==> config.mk <==
export PLATFORM = sky130hd
export DESIGN_NAME = game_state_ctrl
export DESIGN_NICKNAME = d
export VERILOG_FILES = /design/src/rtl/game_state_ctrl.sv
export SDC_FILE = /design/constraint.sdc
export NUM_CORES = 1
export LEC_CHECK = 0
export ABC_AREA = 1
export CORE_MARGIN = 2
export CORE_UTILIZATION = 55
export CTS_CLUSTER_DIAMETER = 40
export DETAILED_ROUTE_END_ITERATION = 8
export PLACE_DENSITY = 0.79
export RECOVER_POWER = 100
export SLEW_MARGIN = 40
export SYNTH_ARGS = -nofsm -noshare
export SYNTH_HDL_FRONTEND = slang
export SYNTH_SLANG_ARGS = --single-unit
==> constraint.sdc <==
create_clock -name clk -period 2.3 [get_ports clk]
set_input_delay 0.69 -clock clk [delete_from_list [all_inputs] [get_ports clk]]
set_output_delay 0.69 -clock clk [all_outputs]
set_load 0.05 [all_outputs]
==> src/rtl/game_state_ctrl.sv <==
// Game flow controller: IDLE/PLAYING/CRASH/GAME_OVER sequencing, score and lives
// bookkeeping, per-frame collision thresholding and the registered output pixel mux.
module game_state_ctrl #(
    parameter int LIVES_INIT   = 3,
    parameter int CRASH_FRAMES = 60,
    parameter int SCORE_DIV    = 30,
    parameter int COLL_MIN_PIX = 4
) (
    input  logic        clk,
    input  logic        reset_n,
    input  logic        collision_flag,
    input  logic        frame_tick,
    input  logic        video_on,
    input  logic        start_btn,
    input  logic [11:0] bg_pixel,
    input  logic [11:0] cars_pixel,
    input  logic [11:0] game_over_pixel,
    output logic [1:0]  game_state,
    output logic [15:0] score,
    output logic [1:0]  lives,
    output logic        freeze,
    output logic        crash_pulse,
    output logic [11:0] pixel_out
);

    typedef enum logic [1:0] {
        ST_IDLE      = 2'd0,
        ST_PLAYING   = 2'd1,
        ST_CRASH     = 2'd2,
        ST_GAME_OVER = 2'd3
    } state_t;

    state_t      state_q, state_d;
    logic [15:0] score_q, score_d;
    logic [1:0]  lives_q, lives_d;
    logic [7:0]  coll_cnt_q, coll_cnt_d;
    logic [15:0] div_cnt_q, div_cnt_d;
    logic [15:0] crash_cnt_q, crash_cnt_d;
    logic        crash_pulse_q, crash_pulse_d;
    logic [11:0] pixel_q, pixel_d;
    logic        start_prev_q;
    logic        seen_low_q;

    logic        start_edge;
    logic        coll_hit;
    logic [7:0]  coll_eff;
    logic        crash_now;
    logic [1:0]  lives_dec;

    // A start edge needs a genuine low sample since reset, so a button held
    // through reset release is not mistaken for a press.
    assign start_edge = start_btn & ~start_prev_q & seen_low_q;
    assign coll_hit   = collision_flag & video_on & (state_q == ST_PLAYING);
    assign coll_eff   = (coll_hit && coll_cnt_q != 8'hFF) ? coll_cnt_q + 8'd1 : coll_cnt_q;
    assign crash_now  = (state_q == ST_PLAYING) && frame_tick && (coll_eff >= 8'(COLL_MIN_PIX));
    assign lives_dec  = (lives_q == 2'd0) ? 2'd0 : lives_q - 2'd1;

    always_comb begin
        state_d       = state_q;
        score_d       = score_q;
        lives_d       = lives_q;
        div_cnt_d     = div_cnt_q;
        crash_cnt_d   = crash_cnt_q;
        crash_pulse_d = 1'b0;
        coll_cnt_d    = frame_tick ? 8'd0 : coll_eff;

        case (state_q)
            ST_IDLE: begin
                if (start_edge) begin
                    state_d     = ST_PLAYING;
                    lives_d     = 2'(LIVES_INIT);
                    score_d     = 16'd0;
                    div_cnt_d   = 16'd0;
                    crash_cnt_d = 16'd0;
                    coll_cnt_d  = 8'd0;
                end
            end
            ST_PLAYING: begin
                if (frame_tick) begin
                    if (crash_now) begin
                        crash_pulse_d = 1'b1;
                        lives_d       = lives_dec;
                        crash_cnt_d   = 16'd0;
                        state_d       = (lives_dec == 2'd0) ? ST_GAME_OVER : ST_CRASH;
                    end else if (div_cnt_q == 16'(SCORE_DIV - 1)) begin
                        div_cnt_d = 16'd0;
                        score_d   = (score_q == 16'hFFFF) ? score_q : score_q + 16'd1;
                    end else begin
                        div_cnt_d = div_cnt_q + 16'd1;
                    end
                end
            end
            ST_CRASH: begin
                if (frame_tick) begin
                    if (crash_cnt_q == 16'(CRASH_FRAMES - 1)) begin
                        crash_cnt_d = 16'd0;
                        state_d     = ST_PLAYING;
                    end else begin
                        crash_cnt_d = crash_cnt_q + 16'd1;
                    end
                end
            end
            default: begin
                if (start_edge) begin
                    state_d = ST_IDLE;
                end
            end
        endcase

        pixel_d = 12'd0;
        if (video_on) begin
            case (state_q)
                ST_IDLE:    pixel_d = bg_pixel;
                ST_PLAYING: pixel_d = cars_pixel;
                ST_CRASH:   pixel_d = crash_cnt_q[3] ? bg_pixel : cars_pixel;
                default:    pixel_d = (game_over_pixel != 12'd0) ? game_over_pixel : cars_pixel;
            endcase
        end
    end

    always_ff @(posedge clk or negedge reset_n) begin
        if (!reset_n) begin
            state_q       <= ST_IDLE;
            score_q       <= 16'd0;
            lives_q       <= 2'd0;
            coll_cnt_q    <= 8'd0;
            div_cnt_q     <= 16'd0;
            crash_cnt_q   <= 16'd0;
            crash_pulse_q <= 1'b0;
            pixel_q       <= 12'd0;
            start_prev_q  <= 1'b0;
            seen_low_q    <= 1'b0;
        end else begin
            state_q       <= state_d;
            score_q       <= score_d;
            lives_q       <= lives_d;
            coll_cnt_q    <= coll_cnt_d;
            div_cnt_q     <= div_cnt_d;
            crash_cnt_q   <= crash_cnt_d;
            crash_pulse_q <= crash_pulse_d;
            pixel_q       <= pixel_d;
            start_prev_q  <= start_btn;
            if (!start_btn) begin
                seen_low_q <= 1'b1;
            end
        end
    end

    assign game_state  = state_q;
    assign score       = score_q;
    assign lives       = lives_q;
    assign freeze      = (state_q != ST_PLAYING);
    assign crash_pulse = crash_pulse_q;
    assign pixel_out   = pixel_q;

endmodule

Word-level counts from Yosys, hierarchy flattened --
Cells that the tools add are included.
Cells by class: multiplexer cells 39, reductions and logical operators 15, equality and inequality tests 15, add/subtract/negate cells 5, magnitude comparators 1, bitwise logic cells 5
Operator list (count):
- $mux 16 | 12
- $pmux 16 s2 | 2
- $add 16x1->16 const B | 3
- $pmux 16 s3 | 1
- $mux 12 | 3
- $pmux 12 s3 | 1
- $mux 8 | 4
- $mux 2 | 10
- $eq 16x16->1 const B | 1
- $eq 16x5->1 const B | 1
- $eq 16x6->1 const B | 1
- $ne 2x2->1 const B | 7
- $reduce_and 6->1 | 2
- $reduce_bool 12->1 | 1
- $add 8x1->8 const B | 1
- $ge 8x3->1 const B | 1
- $ne 8x8->1 const B | 1
- $reduce_and 4->1 | 2
- $logic_not 2->1 | 3
- $pmux 2 s3 | 1
- $reduce_bool 3->1 | 2
- $reduce_and 5->1 | 1
- $and 1x1->1 | 4
- $mux 1 | 4
- 8 further kinds | 11
Word-level totals: input bits 42, bits in registers 75, output and inout port bits 34

Longest topological paths before layout --
Gate-level depths: netlist of the first run.
depth in word-level cells 9, depth in mapped cells 16

Least setup slack after synthesis of the first run --
No wires, ideal clock.
kind register -> output, from register state_q[1], in the netlist game_state[1], to output port freeze, arrival 1.534 ns, cell stages (with the launch flop) 4, slack 0.076 ns, path buffers 1, cells stage by stage dfrtp_1 inv_2 nand2_4 clkbuf_1
On the way: word-level cells in the longest chain between the ends 1
Ends and longest elaborated chain:
- start, declared | RTL line 33 | state_t state_q, state_d;
- start signal, assigned | RTL line 134 | state_q <= state_d;
- $ne 2x1->1 | RTL line 152 | assign freeze = (state_q != ST_PLAYING);
- end, declared | RTL line 21 | output logic freeze,
Every way passes these cells.

Final worst setup path of the first run --
from register pixel_q[11], in the netlist pixel_out[11], to output port pixel_out[11]
RTL lines:
- start, declared | RTL line 40 | logic [11:0] pixel_q, pixel_d;
- start signal, assigned | RTL line 141 | pixel_q <= pixel_d;
- end, declared | RTL line 23 | output logic [11:0] pixel_out
No word-level cell between the ends.

==> out/metrics.yaml, run 1 <==
timing:
  worst_pin_slew_ps: 974
  relSlewSlack_pct: 35.1
  fin_crit_ps: 2230
  setup_viol: 0
  tns_ps: 0
  fmax_mhz: 448
  grt_setup_unrepaired: "no"
  clock_skew_ps: 15.0
  post-route-period-util_pct: 97.1
  slew_viol_final: 0
  hold_viol: 0
  setup_slack_ps: 66.7
critical_path:
  crit_path_end_kind: "primary output"
  slowest_stage: "dlygate4sd3_1"
  path_buf_inv: 1
  cp-start-kind: "flip-flop"
  crit_arrival_ps: 1540
  crit_chain: "dlygate4sd3_1"
  critPathRequiredTime_ps: 1610
  critPathMaxStageDelay_ps: 870
  worstSetupPathType: "flip-flop to primary output"
  path_max_fanout: 1
  critPathTopFamily: "buffers and inverters"
job:
  max_cap_viol_count: 0
synthesis:
  syn_inst: 651
  ys_seq_area_share_pct: 37.5
  synth_top_cell_area_share_pct: 37.5
  synth_area_leaders: "dfrtp_1 (38%), nand2_1 (13%), o21ai_2 (7.9%), nor2_1 (5.3%), nand3_1 (4.9%)"
  synthFlopType: "dfrtp_1"
  yosys-top-cells-count: "nand2_1 (172), dfrtp_1 (75), nor2_1 (70)"
  postSynthNetCount: 698
  ys_warn_count: 0
  async_flop_share_pct: 100
  yosys_register_bits: 75
  syn_area_mm2: 0.00500
  synth_edf_count: 0
  yosysUniqueCellTypes: 38
  synth.most_common_cell: "nand2_1"
  synth.avg_cell_area_um2: 7.69
  synth_top_area_cell: "dfrtp_1"
global_routing:
  grt_pass1_vias: 4532
  grt.overflow.total: 0
  grt_pass1_wl_mm: 20.4
  antenna_found_initial: 1
  grt_max_degree: 73
  grt_usage_pct: 25.1
power:
  swShare_pct: 45.3
  ir_worst_vdd_mv: 0.559
  p_int_uw: 3160
  seqPwrFrac_pct: 31.8
  p_sw_uw: 2620
  p_clk_share_pct: 19.9
  p_per_area_mw_per_mm2: 929
  p_leak_uw: 0.00275
  power_frac_comb_pct: 48.3
  total_power_uw: 5780
placement:
  dp_slack_ps: -384
  post_dp_cell_area_mm2: 0.00593
  port_buffers: 75
  place_congestion: 0.966
  dp_hpwl_mm: 8.54
final_layout:
  fin_nets: 800
  area_growth_pct: 24.4
  multi_input_area_mm2: 0.00286
  seq_area_mm2: 0.00188
  fillers: 695
  final_area_mm2: 0.00622
  drive_above_1_share_pct: 20.6
clock_tree:
  cts_hold_buf: 0
  insertion_delay_ps: 350
  ctsHtreeMaxLevel: 3
  cts_buffer_depth: 2
  cts_buffers: 9
  tritoncts: "yes"
  cts.sinks: 75
  clkTransAtPathRegs_ps: 80
  cts_root_buffer: "clkbuf_8"
route:
  vias: 4836
  drc: 0
  ant_nets: 0
  viasPerCell: 5.58
  wl_mm: 12.7
  drt-pass1-iter-count: 4
  drtIter0Drc: 213
  wl_per_cell_um: 14.6
die:
  coreArea_mm2: 0.00876
  rows: 34
  die_h_um: 99.4
  initial_utilization_pct: 57.1
  die_area_mm2: 0.00988
  io_pins: 76
  die_width_um: 99.4
hold_path:
  holdCritPathClass: "input port to asynchronous set/reset pin"
status:
  outcome: "finished, final reports clean"
## what timing repair did
| item | CTS | global route |
|---|---|---|
| gates resized for setup | 2 | 26 |
| setup endpoints to repair | 4 | 54 |
| endpoints found under the hold margin | 0 | 0 |
| setup buffers | 0 | 5 |
| cloned | 1 | 4 |
| pin swaps | 1 | 10 |
## metal layers
layer	vias to the layer above	track usage, %	wire (um)
met2	202	41.8	6250
met3	32	4.64	850
met4	0	10.0	328
li1	2327	-	-
met5	-	0	0
met1	2275	32.6	5220
## power by group through the flow
stage	clock [uW]	combinational [uW]	sequential, uW
after floorplan	0	1500	2230
after global placement	0	2570	1840
after detailed placement	0	2620	1850
after CTS	1180	2680	1830
after global routing	1230	3020	1870
final	1150	2790	1840
## worst paths after layout
path                                start              to  slack (ps)  depth (start not counted)
setup reg to reg            coll_cnt_q[1]  crash_cnt_q[0]         110                         15
hold reg to reg            crash_cnt_q[1]  crash_cnt_q[1]         560                          2
max in group asynchronous         reset_n   coll_cnt_q[0]         860                          2
min in group clk           crash_cnt_q[1]  crash_cnt_q[1]         560                          2
hold / removal                    reset_n    pixel_out[3]         150                          1
setup / recovery            pixel_out[11]   pixel_out[11]          70                          1
## stage by stage
step / hold WS (ps) / cells / utilization, %
4_1_cts: 120 / 856 / 70.5
2_1_floorplan: 394 / 651 / -
5_1_grt: 163 / 866 / 71.0
3_3_place_gp: 492 / 840 / 67.7
3_5_place_dp: 496 / 840 / 67.7
6_report: 151 / 866 / 71.0
## kinds of logic (layout without fill, tap and decap cells)
| logic type | after synthesis | count (layout) | synth area share, % |
|---|---|---|---|
| compound gates | 81 | 81 | 11.9 |
| xor+xnor | 28 | 28 | 4.90 |
| fa+ha+maj | 5 | 5 | 1.25 |
| buf+inv | 65 | 168 | 6.65 |
| flops | 75 | 75 | 37.5 |
| mux | 1 | 1 | 0.200 |
| other cells | 0 | 1 | 0 |
| simple gates | 396 | 399 | 37.6 |
## sequential cells by signal, summed over array words and instances (netlist names)
register / count
crash_pulse: 1
crash_cnt_q: 16
div_cnt_q: 16
pixel_out: 12
lives: 2
score: 16
start_prev_q: 1
coll_cnt_q: 8
game_state: 2
seen_low_q: 1
## final cells by class
type / count / area share, %
Clock inverter: 4 / 1.19
Multi-Input combinational cell: 514 / 46.0
Tap cell: 108 / 2.17
Clock buffer: 11 / 2.43
Timing Repair Buffer: 106 / 15.1
Antenna cell: 1 / 0.0402
Inverter: 47 / 2.88
Sequential cell: 75 / 30.2
## layout by cell type, fill, tap and decap left out, types with 2 or more instances in the layout
cell type and count:
clkdlybuf4s50_1 44, nor3_1 9, a21oi_1 18, buf_4 21
inv_1 45, ha_1 4, nor2_1 71, clkbuf_1 22
nand3_1 47, or2_2 20, nor2_4 2, o21ai_1 2
clkbuf_16 2, o21ai_0 18, a21oi_2 2, nor4_1 8
nand2_2 24, nand2_4 10, xor2_1 24, nand4_1 17
clkbuf_8 11, nand3b_1 4, buf_12 4, nand3_2 2
xnor2_1 4, nand2_1 175, dlymetal6s2s_1 2, nand2_8 4
nor2_2 3, clkbuf_4 2, bufinv_16 2, dlygate4sd3_1 7
o21ai_2 37, dfrtp_1 74
## worst reg2reg max path, delay by kind of cell (launching register included)
family          cells  cell delay (ps)
simple gates       10             1020
flops               1              450
fa+ha+maj           1              180
compound gates      2              240
buf+inv             2              190
No activity file was read; power rests on OpenSTA's default activity.
==> run 2: changes to the inputs <==
--- a/config.mk
+++ b/config.mk
@@ -6,7 +6,7 @@
 export NUM_CORES = 1
 export LEC_CHECK = 0
 export ABC_AREA = 1
-export CORE_MARGIN = 2
+export CORE_MARGIN = 4
 export CORE_UTILIZATION = 55
 export CTS_CLUSTER_DIAMETER = 40
 export DETAILED_ROUTE_END_ITERATION = 8
==> out/metrics.yaml, run 2 (synthesized netlist as in run 1, its figures left out) <==
global_routing:
  grt_pass1_wl_mm: 19.8
  grt_usage_pct: 23.1
  antenna_found_initial: 1
  grt_pass1_vias: 4462
  grt_max_degree: 42
  grt.overflow.total: 0
die:
  die_h_um: 103
  rows: 34
  die_area_mm2: 0.0107
  io_pins: 76
  die_width_um: 103
  coreArea_mm2: 0.00881
  initial_utilization_pct: 56.8
final_layout:
  drive_above_1_share_pct: 21.3
  mostFrequentLayoutCells: "nand2_1 (171), dfrtp_1 (74), nor2_1 (70), clkdlybuf4s50_1 (51), nand3_1 (48)"
  fin_nets: 792
  fin_util_pct: 69.3
  area_growth_pct: 22.0
  final_area_mm2: 0.00610
  mostFrequentLayoutCell: "nand2_1"
route:
  drc: 0
  wl_per_cell_um: 14.2
  viasPerCell: 5.43
  vias: 4662
  wl_mm: 12.2
  ant_nets: 0
  drtIter0Drc: 253
  drt-pass1-iter-count: 5
timing:
  worst_pin_slew_ps: 925
  post-route-period-util_pct: 96.2
  slew_viol_final: 0
  setup_viol: 0
  hold_viol: 0
  fin_crit_ps: 2210
  relSlewSlack_pct: 38.3
  clock_skew_ps: 10.6
  fmax_mhz: 452
  whs_ps: 440
placement:
  port_buffers: 75
  place_congestion: 0.952
  dp_hpwl_mm: 8.63
  post_dp_cell_area_mm2: 0.00591
power:
  p_per_area_mw_per_mm2: 914
  total_power_uw: 5580
  p_leak_uw: 0.00267
  ir_worst_vdd_mv: 0.612
critical_path:
  crit_arrival_ps: 2450
  path_max_fanout: 16
  worstSetupPathType: "input port to flip-flop"
  critPathMaxStageDelay_ps: 500
  cp-start-kind: "input port"
  cpMostUsedCell: "nand2_1"
  setup.worst_path.start: "video_on"
  critPathRequiredTime_ps: 2540
  crit_path_end_kind: "flip-flop"
  regToRegStartpoint: "coll_cnt_q[1]"
  crit_chain: "clkdlybuf4s50_1 > nand2_2 > nor2_8 > nand4_1 > nand2_1 > nand2_1 > nor2_2 > nand2_2 > nand2_4 > nand3_4 > buf_12 > nand2_1 > o21ai_2"
  slowest_stage: "clkdlybuf4s50_1"
clock_tree:
  clkTransAtPathRegs_ps: 80
  cts_buffers: 9
  ctsHtreeMaxLevel: 3
  insertion_delay_ps: 350
  cts_root_buffer: "clkbuf_8"
  tritoncts: "yes"
  cts.sinks: 75
  cts_buffer_depth: 2
status:
  outcome: "finished, final reports clean"
hold_path:
  holdCritPathClass: "input port to asynchronous set/reset pin"
job:
  max_cap_viol_count: 0
-- run 2: changes by cell type in the layout (fill, tap and decap cells not counted), moves of 4 or more --
cell	previous run	this run
buf_4	21	17
nand2_1	175	171
dlygate4sd3_1	7	2
nand2_2	24	32
clkdlybuf4s50_1	44	51
o21ai_2	37	45
nand2_4	10	5
o21ai_0	18	9
-- run 2: worst paths after layout --
path	endpoint	slack, ps	cells after the start
max in group asynchronous	coll_cnt_q[0]	410	2
worst max-delay path	score[1]	90	13
worst max register to register	score[1]	180	15
worst min-delay path	pixel_out[9]	440	1
min in group clk	crash_cnt_q[1]	550	2
worst min register to register	crash_cnt_q[1]	550	2
-- run 2: worst max-delay path: cells and delay by family --
kind,cells,cell delay [ps]
AND/OR/NAND/NOR,10,1000
buffers and inverters,2,690
AO/OA/AOI/OAI,1,50
-- run 2: power by group --
part           internal [uW]  switching (uW)  total [uW]  leakage (uW)
registers               1560             278        1830       0.00101
clock network            516             508        1020     0.0000993
logic                    907            1810        2720       0.00156
-- run 2: routing by layer --
layer	track usage, %	wire [um]
met5	0	0
met1	29.4	5400
met2	37.8	5730
met3	6.04	887
met4	8.27	205
-- run 2: stage by stage --
step                setup WS (ps)  cells  setup TNS, ps
floorplan                    76.5    651              0
CTS                          5.54    855              0
detailed placement           -345    839         -15180
finish                       87.6    859              0
global placement             -302    839         -13100
global route                -12.2    859          -27.5
-- run 2: cell type report --
cell class | count | area [um2]
clock inverter | 2 | 16.3
tap | 108 | 135
inverter | 47 | 179
fill | 726 | 2700
multi-input combinational | 512 | 2840
clock buffer | 14 | 183
sequential | 75 | 1880
antenna | 1 | 2.50
timing repair buffer | 100 | 873
-- run 2: what timing repair did --
item	CTS	global route
hold buffers	0	0
buffers inserted	0	0
gates cloned	0	3
resized for setup	1	6
pin swaps	0	5
endpoints found under the setup margin	1	42
==> run 3: changes to the inputs <==
--- a/config.mk
+++ b/config.mk
@@ -6,11 +6,14 @@
 export NUM_CORES = 1
 export LEC_CHECK = 0
 export ABC_AREA = 1
+export CELL_PAD_IN_SITES_DETAIL_PLACEMENT = 1
+export CELL_PAD_IN_SITES_GLOBAL_PLACEMENT = 1
 export CORE_MARGIN = 4
-export CORE_UTILIZATION = 55
+export CORE_UTILIZATION = 40
 export CTS_CLUSTER_DIAMETER = 40
 export DETAILED_ROUTE_END_ITERATION = 8
-export PLACE_DENSITY = 0.79
+export HOLD_SLACK_MARGIN = 0.12
+export PLACE_DENSITY = 0.78
 export RECOVER_POWER = 100
 export SLEW_MARGIN = 40
 export SYNTH_ARGS = -nofsm -noshare
==> out/metrics.yaml, run 3 (synthesized netlist as in run 1, its figures left out) <==
timing:
  tns_ps: 0
  hold_viol: 0
  clock_skew_ps: 5.25
  post-route-period-util_pct: 96.3
  slew_viol_final: 0
  fin_crit_ps: 2210
  fmax_mhz: 452
  worst_pin_slew_ps: 1310
  setup_slack_ps: 85.4
  relSlewSlack_pct: 12.7
  setup_viol: 0
placement:
  port_buffers: 75
  place_congestion: 0.889
  dp_hpwl_mm: 10.6
  dp_slack_ps: -457
  post-place-cells: 907
clock_tree:
  ctsHtreeMaxLevel: 3
  insertion_delay_ps: 340
  cts_buffers: 9
  tritoncts: "yes"
  clkTransAtPathRegs_ps: 60
  cts_buffer_depth: 2
  cts_root_buffer: "clkbuf_16"
  cts.sinks: 75
  cts_hold_buf: 0
die:
  io_pins: 76
  coreArea_mm2: 0.0121
  rows: 40
  initial_utilization_pct: 41.3
  die_area_mm2: 0.0144
  die_h_um: 120
  die_width_um: 120
power:
  p_leak_uw: 0.00278
  ir_worst_vdd_mv: 0.537
  p_per_area_mw_per_mm2: 950
  total_power_uw: 6030
critical_path:
  critPathMaxStageDelay_ps: 870
  path_buf_inv: 1
  crit_path_end_kind: "primary output"
  crit_arrival_ps: 1520
  worstSetupPathType: "flip-flop to primary output"
  path_max_fanout: 1
  critPathRequiredTime_ps: 1610
  regToRegSetupSlack_ps: 130
  cp-start-kind: "flip-flop"
  critPathTopFamily: "buffers and inverters"
  slowest_stage: "dlygate4sd3_1"
  crit_chain: "dlygate4sd3_1"
final_layout:
  area_growth_pct: 26.8
  mostFrequentLayoutCell: "nand2_1"
  mostFrequentLayoutCells: "nand2_1 (172), dfrtp_1 (75), nor2_1 (70), nand3_1 (49), clkdlybuf4s50_1 (48)"
  drive_above_1_share_pct: 21.9
  final_cells: 930
  fillers: 1525
  fin_nets: 804
  antennaDiodeCount: 0
global_routing:
  grt_pass1_vias: 5169
  grt_max_degree: 37
  grt_pass1_wl_mm: 25.1
  grt_usage_pct: 21.5
  grt.overflow.total: 0
  antenna_found_initial: 0
status:
  outcome: "finished, final reports clean"
hold_path:
  holdCritPathClass: "flip-flop to flip-flop"
route:
  wl_per_cell_um: 16.1
  vias: 4818
  ant_nets: 0
  drt-pass1-iter-count: 4
  viasPerCell: 5.18
  wl_mm: 15.0
  drc: 0
  drtIter0Drc: 270
job:
  max_cap_viol_count: 0
[run 3: stage by stage]
step,hold WS [ps],util [%],area [um2]
floorplan,394,-,5000
global placement,451,50.1,6070
detailed placement,467,50.1,6070
CTS,249,52.7,6380
global route,505,52.4,6340
finish,472,52.4,6340
[run 3: path summary, 6_finish.rpt]
check                              startpoint               to  cells past startpoint
worst max-delay path             pixel_out[0]     pixel_out[0]                      1
worst min-delay path               seen_low_q       seen_low_q                      2
worst max register to register  coll_cnt_q[1]         score[1]                     15
worst min register to register     seen_low_q       seen_low_q                      2
max in group asynchronous             reset_n  crash_cnt_q[12]                      2
min in group asynchronous             reset_n    pixel_out[10]                      1
[run 3: repair_timing]
action / in CTS / in global routing
cloned: 1 / 2
resized for setup: 5 / 6
hold endpoints to repair: 0 / 0
pin swaps: 2 / 1
setup endpoints to repair: 41 / 52
buffers inserted: 0 / 4
[run 3: routing by layer]
metal | GRT usage (%) | vias up | wire length [um]
li1 | - | 2338 | -
met1 | 27.5 | 2354 | 6780
met2 | 35.6 | 104 | 7250
met3 | 5.09 | 22 | 693
met4 | 7.66 | 0 | 262
met5 | 0 | - | 0
[run 3: layout make-up]
| type | count | area [um2] | share of cell area, % |
|---|---|---|---|
| multi-input combinational | 512 | 2840 | 44.7 |
| sequential | 75 | 1880 | 29.6 |
| timing repair buffer | 112 | 967 | 15.2 |
| clock buffer | 14 | 264 | 4.16 |
| tap | 168 | 210 | 3.31 |
| inverter | 47 | 179 | 2.82 |
| clock inverter | 2 | 10.0 | 0.158 |
[run 3: where the power goes]
group | internal, uW | switching [uW]
Combinational | 959 | 1900
Clock | 788 | 554
Sequential | 1560 | 263
Total | 3310 | 2720
==> patch 1: new RTL, settings of run 3 <==
Add an input register stage for `bg_pixel`; this delays it by one clock. The other inputs are not delayed to match.
--- a/src/rtl/game_state_ctrl.sv
+++ b/src/rtl/game_state_ctrl.sv
@@ -31,2 +31,8 @@
     } state_t;
+
+    logic [11:0] bg_pixel_q;
+
+    always_ff @(posedge clk) begin
+        bg_pixel_q <= bg_pixel;
+    end
 
@@ -112,5 +118,5 @@
             case (state_q)
-                ST_IDLE:    pixel_d = bg_pixel;
+                ST_IDLE:    pixel_d = bg_pixel_q;
                 ST_PLAYING: pixel_d = cars_pixel;
-                ST_CRASH:   pixel_d = crash_cnt_q[3] ? bg_pixel : cars_pixel;
+                ST_CRASH:   pixel_d = crash_cnt_q[3] ? bg_pixel_q : cars_pixel;
                 default:    pixel_d = (game_over_pixel != 12'd0) ? game_over_pixel : cars_pixel;
Check against the original RTL: not equivalent (a bounded check fails within 4 cycles, from zero or initial values and one cycle with reset_n low).
==> patch 1 against run 3 <==
- sequential cell count up 12
- cell count rose by 6.3%
- cell area up 6.4%
- routed wire length grew 8.9%
- core utilization increased by 2.9 points
- combinational power down 2%
- worst setup slack got worse by 0.023 ns
- clock skew grew 0.0033 ns
- total power increased by 2.0%
- fmax is 1.0% lower
- count of clock-buffer cells in the layout down 1
- area after synthesis rose by 1.3%
- critical path type is now flop to flop
- largest cell class unchanged
- highest routed layer unchanged
==> patch 1: results <==
[placement]
dp_slack_ns = -0.5612
hpwl_um = 11420
io_buffers = 75
place_congestion = 0.9077

[critical_path]
crit_type = "flop to flop"
r2r_end = "crash_cnt_q[7]$_DFFE_PN0P_"
critPathMaxFanout = 10
crit_family = "simple AND/OR/NAND/NOR gates"
rr_startpoint = "coll_cnt_q[1]$_DFF_PN0_"
r2r_slack_ns = 0.06
critPathMaxStageDelay_ns = 0.39
reg2regPathDepth = 17
cp_slowest_cell = "dfrtp_2"
critical_path_arrival_ns = 2.45

[status]
status = "completed"

[detailed_routing]
dr.pass1.iters = 4
post_drt_wl_per_cell_um = 16.50
num_vias = 5201
drtIter0Drc = 297

[clock_network]
cts_buffer_depth = 2
cts_buffers = 9
cts-root-buf = "clkbuf_16"
post-cts-setup-buffers = 4
ctsResizeCount = 7
htree_levels = 3
clk_latency_ns = 0.35
clk_pin_slew_worst_paths_ns = 0.06

[yosys]
synth.yosys.seq_area_share_pct = 41.76
yosys.area_share.adder_pct = 1.234
yosysWarnings = 0
synthFlopType = "dfrtp_1"
synth_mux_area_share_pct = 0
synth_compound_area_share_pct = 5.676
async_flop_share_pct = 86.21
synth_area_leaders = "dfrtp_1 37%, nand2_1 16%, nor2_1 6.1%"
synth_area_um2 = 5070
synth-xor-area-share_pct = 5.701
yosys.cell_types.count = 42
synth_common_cells = "216 x nand2_1, 82 x nor2_1, 75 x dfrtp_1"
syn_nets = 738

[sta]
fin_crit_sh_pct = 97.31
max_slew_margin_pct = 36.64
setup_viol = 0
fin_skew_ns = 0.008549

[hold_path]
hold_class = "input pin to asynchronous set/reset pin"

[global_routing]
use_met3_pct = 3.835
grt_usage_pct = 22.64
grt_pass1_wl_um = 26820
grt_antenna_before_repair = 0
grt_pass1_vias = 5550
grt_max_degree = 35
use_met2_pct = 38.63
grt_use_met1_pct = 29.06

[final_layout]
diodes = 0
layout-drive-gt1-share_pct = 16.93
nNetsFinal = 863
fillers = 1592

[power_and_ir_drop]
ir_worst_vdd_mv = 0.5213
p_leak_nw = 3.133
-- patch 1: power by group --
group          switching, mW  leakage (nW)  internal [mW]
Combinational           1.81          1.87          0.996
Clock                  0.623         0.151          0.846
Sequential             0.162          1.12           1.71
-- patch 1: how the worst min path moves through the flow --
stage                     cells past startpoint                           to  slack [ns]
after floorplan                               0      coll_cnt_q[0]$_DFF_PN0_        0.39
after global placement                        4       pixel_out[8]$_DFF_PN0_        0.52
after detailed placement                      2  crash_cnt_q[15]$_DFFE_PN0P_        0.54
after CTS                                     1  crash_cnt_q[10]$_DFFE_PN0P_        0.31
after global routing                          1   crash_cnt_q[8]$_DFFE_PN0P_        0.55
final                                         1  crash_cnt_q[10]$_DFFE_PN0P_        0.46
-- patch 1: cell type report --
cell class | instances | area (um2) | share of cell area [%]
Multi-Input combinational cell | 523 | 2680 | 39.72
Sequential cell | 87 | 2121 | 31.43
Timing Repair Buffer | 132 | 1202 | 17.82
Clock buffer | 13 | 280.3 | 4.154
Inverter | 63 | 239.0 | 3.542
Tap cell | 168 | 210.2 | 3.115
Clock inverter | 3 | 15.01 | 0.2225
-- patch 1: stage by stage --
stage                     hold slack (ns)  power [mW]  cell area, um2  util [%]  instances
final                              0.4640       6.144            6748     55.26        989
after global routing               0.5457       6.483            6748     55.26        989
after CTS                          0.3143       6.017            6586     53.93        976
after detailed placement           0.5373       4.400            6211     50.86        954
after global placement             0.5151       4.328            6211     50.86        954
after floorplan                    0.3944       3.435            5071         -        691
-- patch 1: routing by layer --
metal  up-vias  share of wire [%]
met3        19                3.8
met5         -                  0
met1      2582                 45
met2       109                 49
li1       2491                  -
met4         0                1.6
==> patch 2: new RTL, settings of run 3 <==
Without the edit above. Change the parameter `SCORE_DIV` from 30 to 15.
--- a/src/rtl/game_state_ctrl.sv
+++ b/src/rtl/game_state_ctrl.sv
@@ -5,3 +5,3 @@
     parameter int CRASH_FRAMES = 60,
-    parameter int SCORE_DIV    = 30,
+    parameter int SCORE_DIV    = 15,
     parameter int COLL_MIN_PIX = 4
Behaviour: no difference found for any inputs over 10 cycles, from zero or initial values and one cycle with reset_n low; that may be too few to reach the edited logic, so the function may still have changed.
==> patch 2 against run 3 <==
- worst hold slack worse by 0.059 ns
- sequential cell count unchanged
- worst setup slack lost 0.0051 ns
- routed wire length shrank 0.70%
- critical path depth grew 3
- fmax down 0.23%
- cell area is 2.9% lower
- total power is 0.52% lower
- area after synthesis down 5.6%
- largest cell class unchanged
==> patch 2: results <==
[global_routing]
grt_pass1_vias = 5058
grt_pass1_wl_um = 24230
grt_usage_pct = 22.30
grt_antenna_before_repair = 0
grt_max_degree = 47

[sta]
fin_skew_ns = 0.007394
tightest_slew_ns = 0.7863

[yosys]
synth_common_cells = "227 x nand2_1, 85 x nor2_1, 75 x dfrtp_1"
yosysWarnings = 0
async_flop_share_pct = 100.0
synth_compound_area_share_pct = 7.201
synth_area_leaders = "dfrtp_1 40%, nand2_1 18%, nor2_1 6.8%"
yosys.area_share.adder_pct = 1.324
synth_mux_area_share_pct = 0.2118
yosys.cell_types.count = 38
synthFlopType = "dfrtp_1"
synth.yosys.seq_area_share_pct = 39.71
syn_nets = 717
synth-xor-area-share_pct = 5.745

[power_and_ir_drop]
p_leak_nw = 2.753
ir_worst_vdd_mv = 0.4871
sw_frac_of_total_pct = 44.06

[status]
status = "completed"

[critical_path]
critical_path_arrival_ns = 1.53
critPathMaxFanout = 21

[clock_network]
htree_levels = 3
cts_buffer_depth = 2
clk_latency_ns = 0.34
clk_pin_slew_worst_paths_ns = 0.06
cts-root-buf = "clkbuf_16"
cts_buffers = 9

[placement]
dp_slack_ns = -0.4044
hpwl_um = 10360
place_congestion = 0.8583
postPlaceCellArea_um2 = 5769
io_buffers = 75

[detailed_routing]
dr.pass1.iters = 4
drc = 0
num_vias = 4780
drt-total-wl_um = 14880
drtIter0Drc = 244
ant_nets = 0

[hold_path]
hold_class = "input pin to asynchronous set/reset pin"

[final_layout]
fillers = 1477
nNetsFinal = 823
layout-drive-gt1-share_pct = 12.56
diodes = 0
-- patch 2: cell count changes in the layout (fill, tap and decap cells not counted), moves of 6 or more --
cell and change:
nand2_1 +47, o21ai_2 -44, o21ai_1 +23, nand2_2 -21, nor2_1 +13, or2_2 -6
-- patch 2: area by class of cell --
class | count | share of cell area [%]
Timing Repair Buffer | 111 | 15.83
Clock inverter | 3 | 0.6504
Clock buffer | 12 | 3.841
Multi-Input combinational cell | 529 | 43.11
Sequential cell | 75 | 30.51
Tap cell | 143 | 2.907
Inverter | 50 | 3.150
-- patch 2: per-stage QoR --
step / cells / utilization [%] / total power [mW]
global placement: 898 / 50.31 / 4.323
finish: 923 / 53.68 / 5.994
detailed placement: 898 / 50.31 / 4.403
floorplan: 670 / - / 3.436
CTS: 914 / 52.91 / 5.861
global route: 923 / 53.68 / 6.345
-- patch 2: per-layer routing --
| metal | track usage (%) | wire length [um] | up-vias |
|---|---|---|---|
| met2 | 37.01 | 7188 | 87 |
| met3 | 5.492 | 654 | 18 |
| met1 | 28.99 | 6815 | 2311 |
| met5 | 0 | 0 | - |
| met4 | 6.269 | 219 | 0 |
| li1 | - | - | 2364 |
-- patch 2: path summary, 6_finish.rpt --
path,startpoint,endpoint,slack [ns],cells after the start
worst max-delay path,game_state[1]$_DFFE_PN0P_,freeze,0.08,4
worst min-delay path,reset_n,pixel_out[7]$_DFF_PN0_,0.41,1
worst max register to register,game_state[1]$_DFFE_PN0P_,crash_cnt_q[8]$_DFFE_PN0P_,0.10,16
worst min register to register,seen_low_q$_DFFE_PN0N_,seen_low_q$_DFFE_PN0N_,0.46,2
max in group asynchronous,reset_n,crash_pulse$_DFF_PN0_,0.60,2
min in group clk,seen_low_q$_DFFE_PN0N_,seen_low_q$_DFFE_PN0N_,0.46,2
-- patch 2: power by group through the flow --
stage	Combinational, mW	Clock, mW	Sequential [mW]
6_report	2.80	1.39	1.81
5_1_grt	3.04	1.46	1.84
4_1_cts	2.65	1.41	1.80
3_5_place_dp	2.58	0	1.82
3_3_place_gp	2.51	0	1.82
2_1_floorplan	1.23	0	2.21
-- patch 2: critical path, stage by stage, from the launching register on --
cell     delay (ns)
dfrtp_1        0.48
inv_2          0.11
nand2_4        0.18
buf_6          0.24
buf_12         0.16
-- patch 2: kinds of logic (layout without fill, tap and decap cells) --
logic type	Yosys count	in the layout
muxes	1	1
and+or+nand+nor	427	428
buffers and inverters	67	176
xor gates and xnor gates	31	31
AOI/OAI and AO/OA	64	64
DFF	75	75
adders and majority gates	5	5
-- patch 2: timing repair --
| action | 4_1_cts | 5_1_grt |
|---|---|---|
| buffers inserted | 0 | 6 |
| resized for setup | 3 | 29 |
| hold buffers | 0 | 0 |
| gates cloned | 1 | 3 |
| endpoints found under the setup margin | 47 | 54 |
| pin swaps | 3 | 17 |
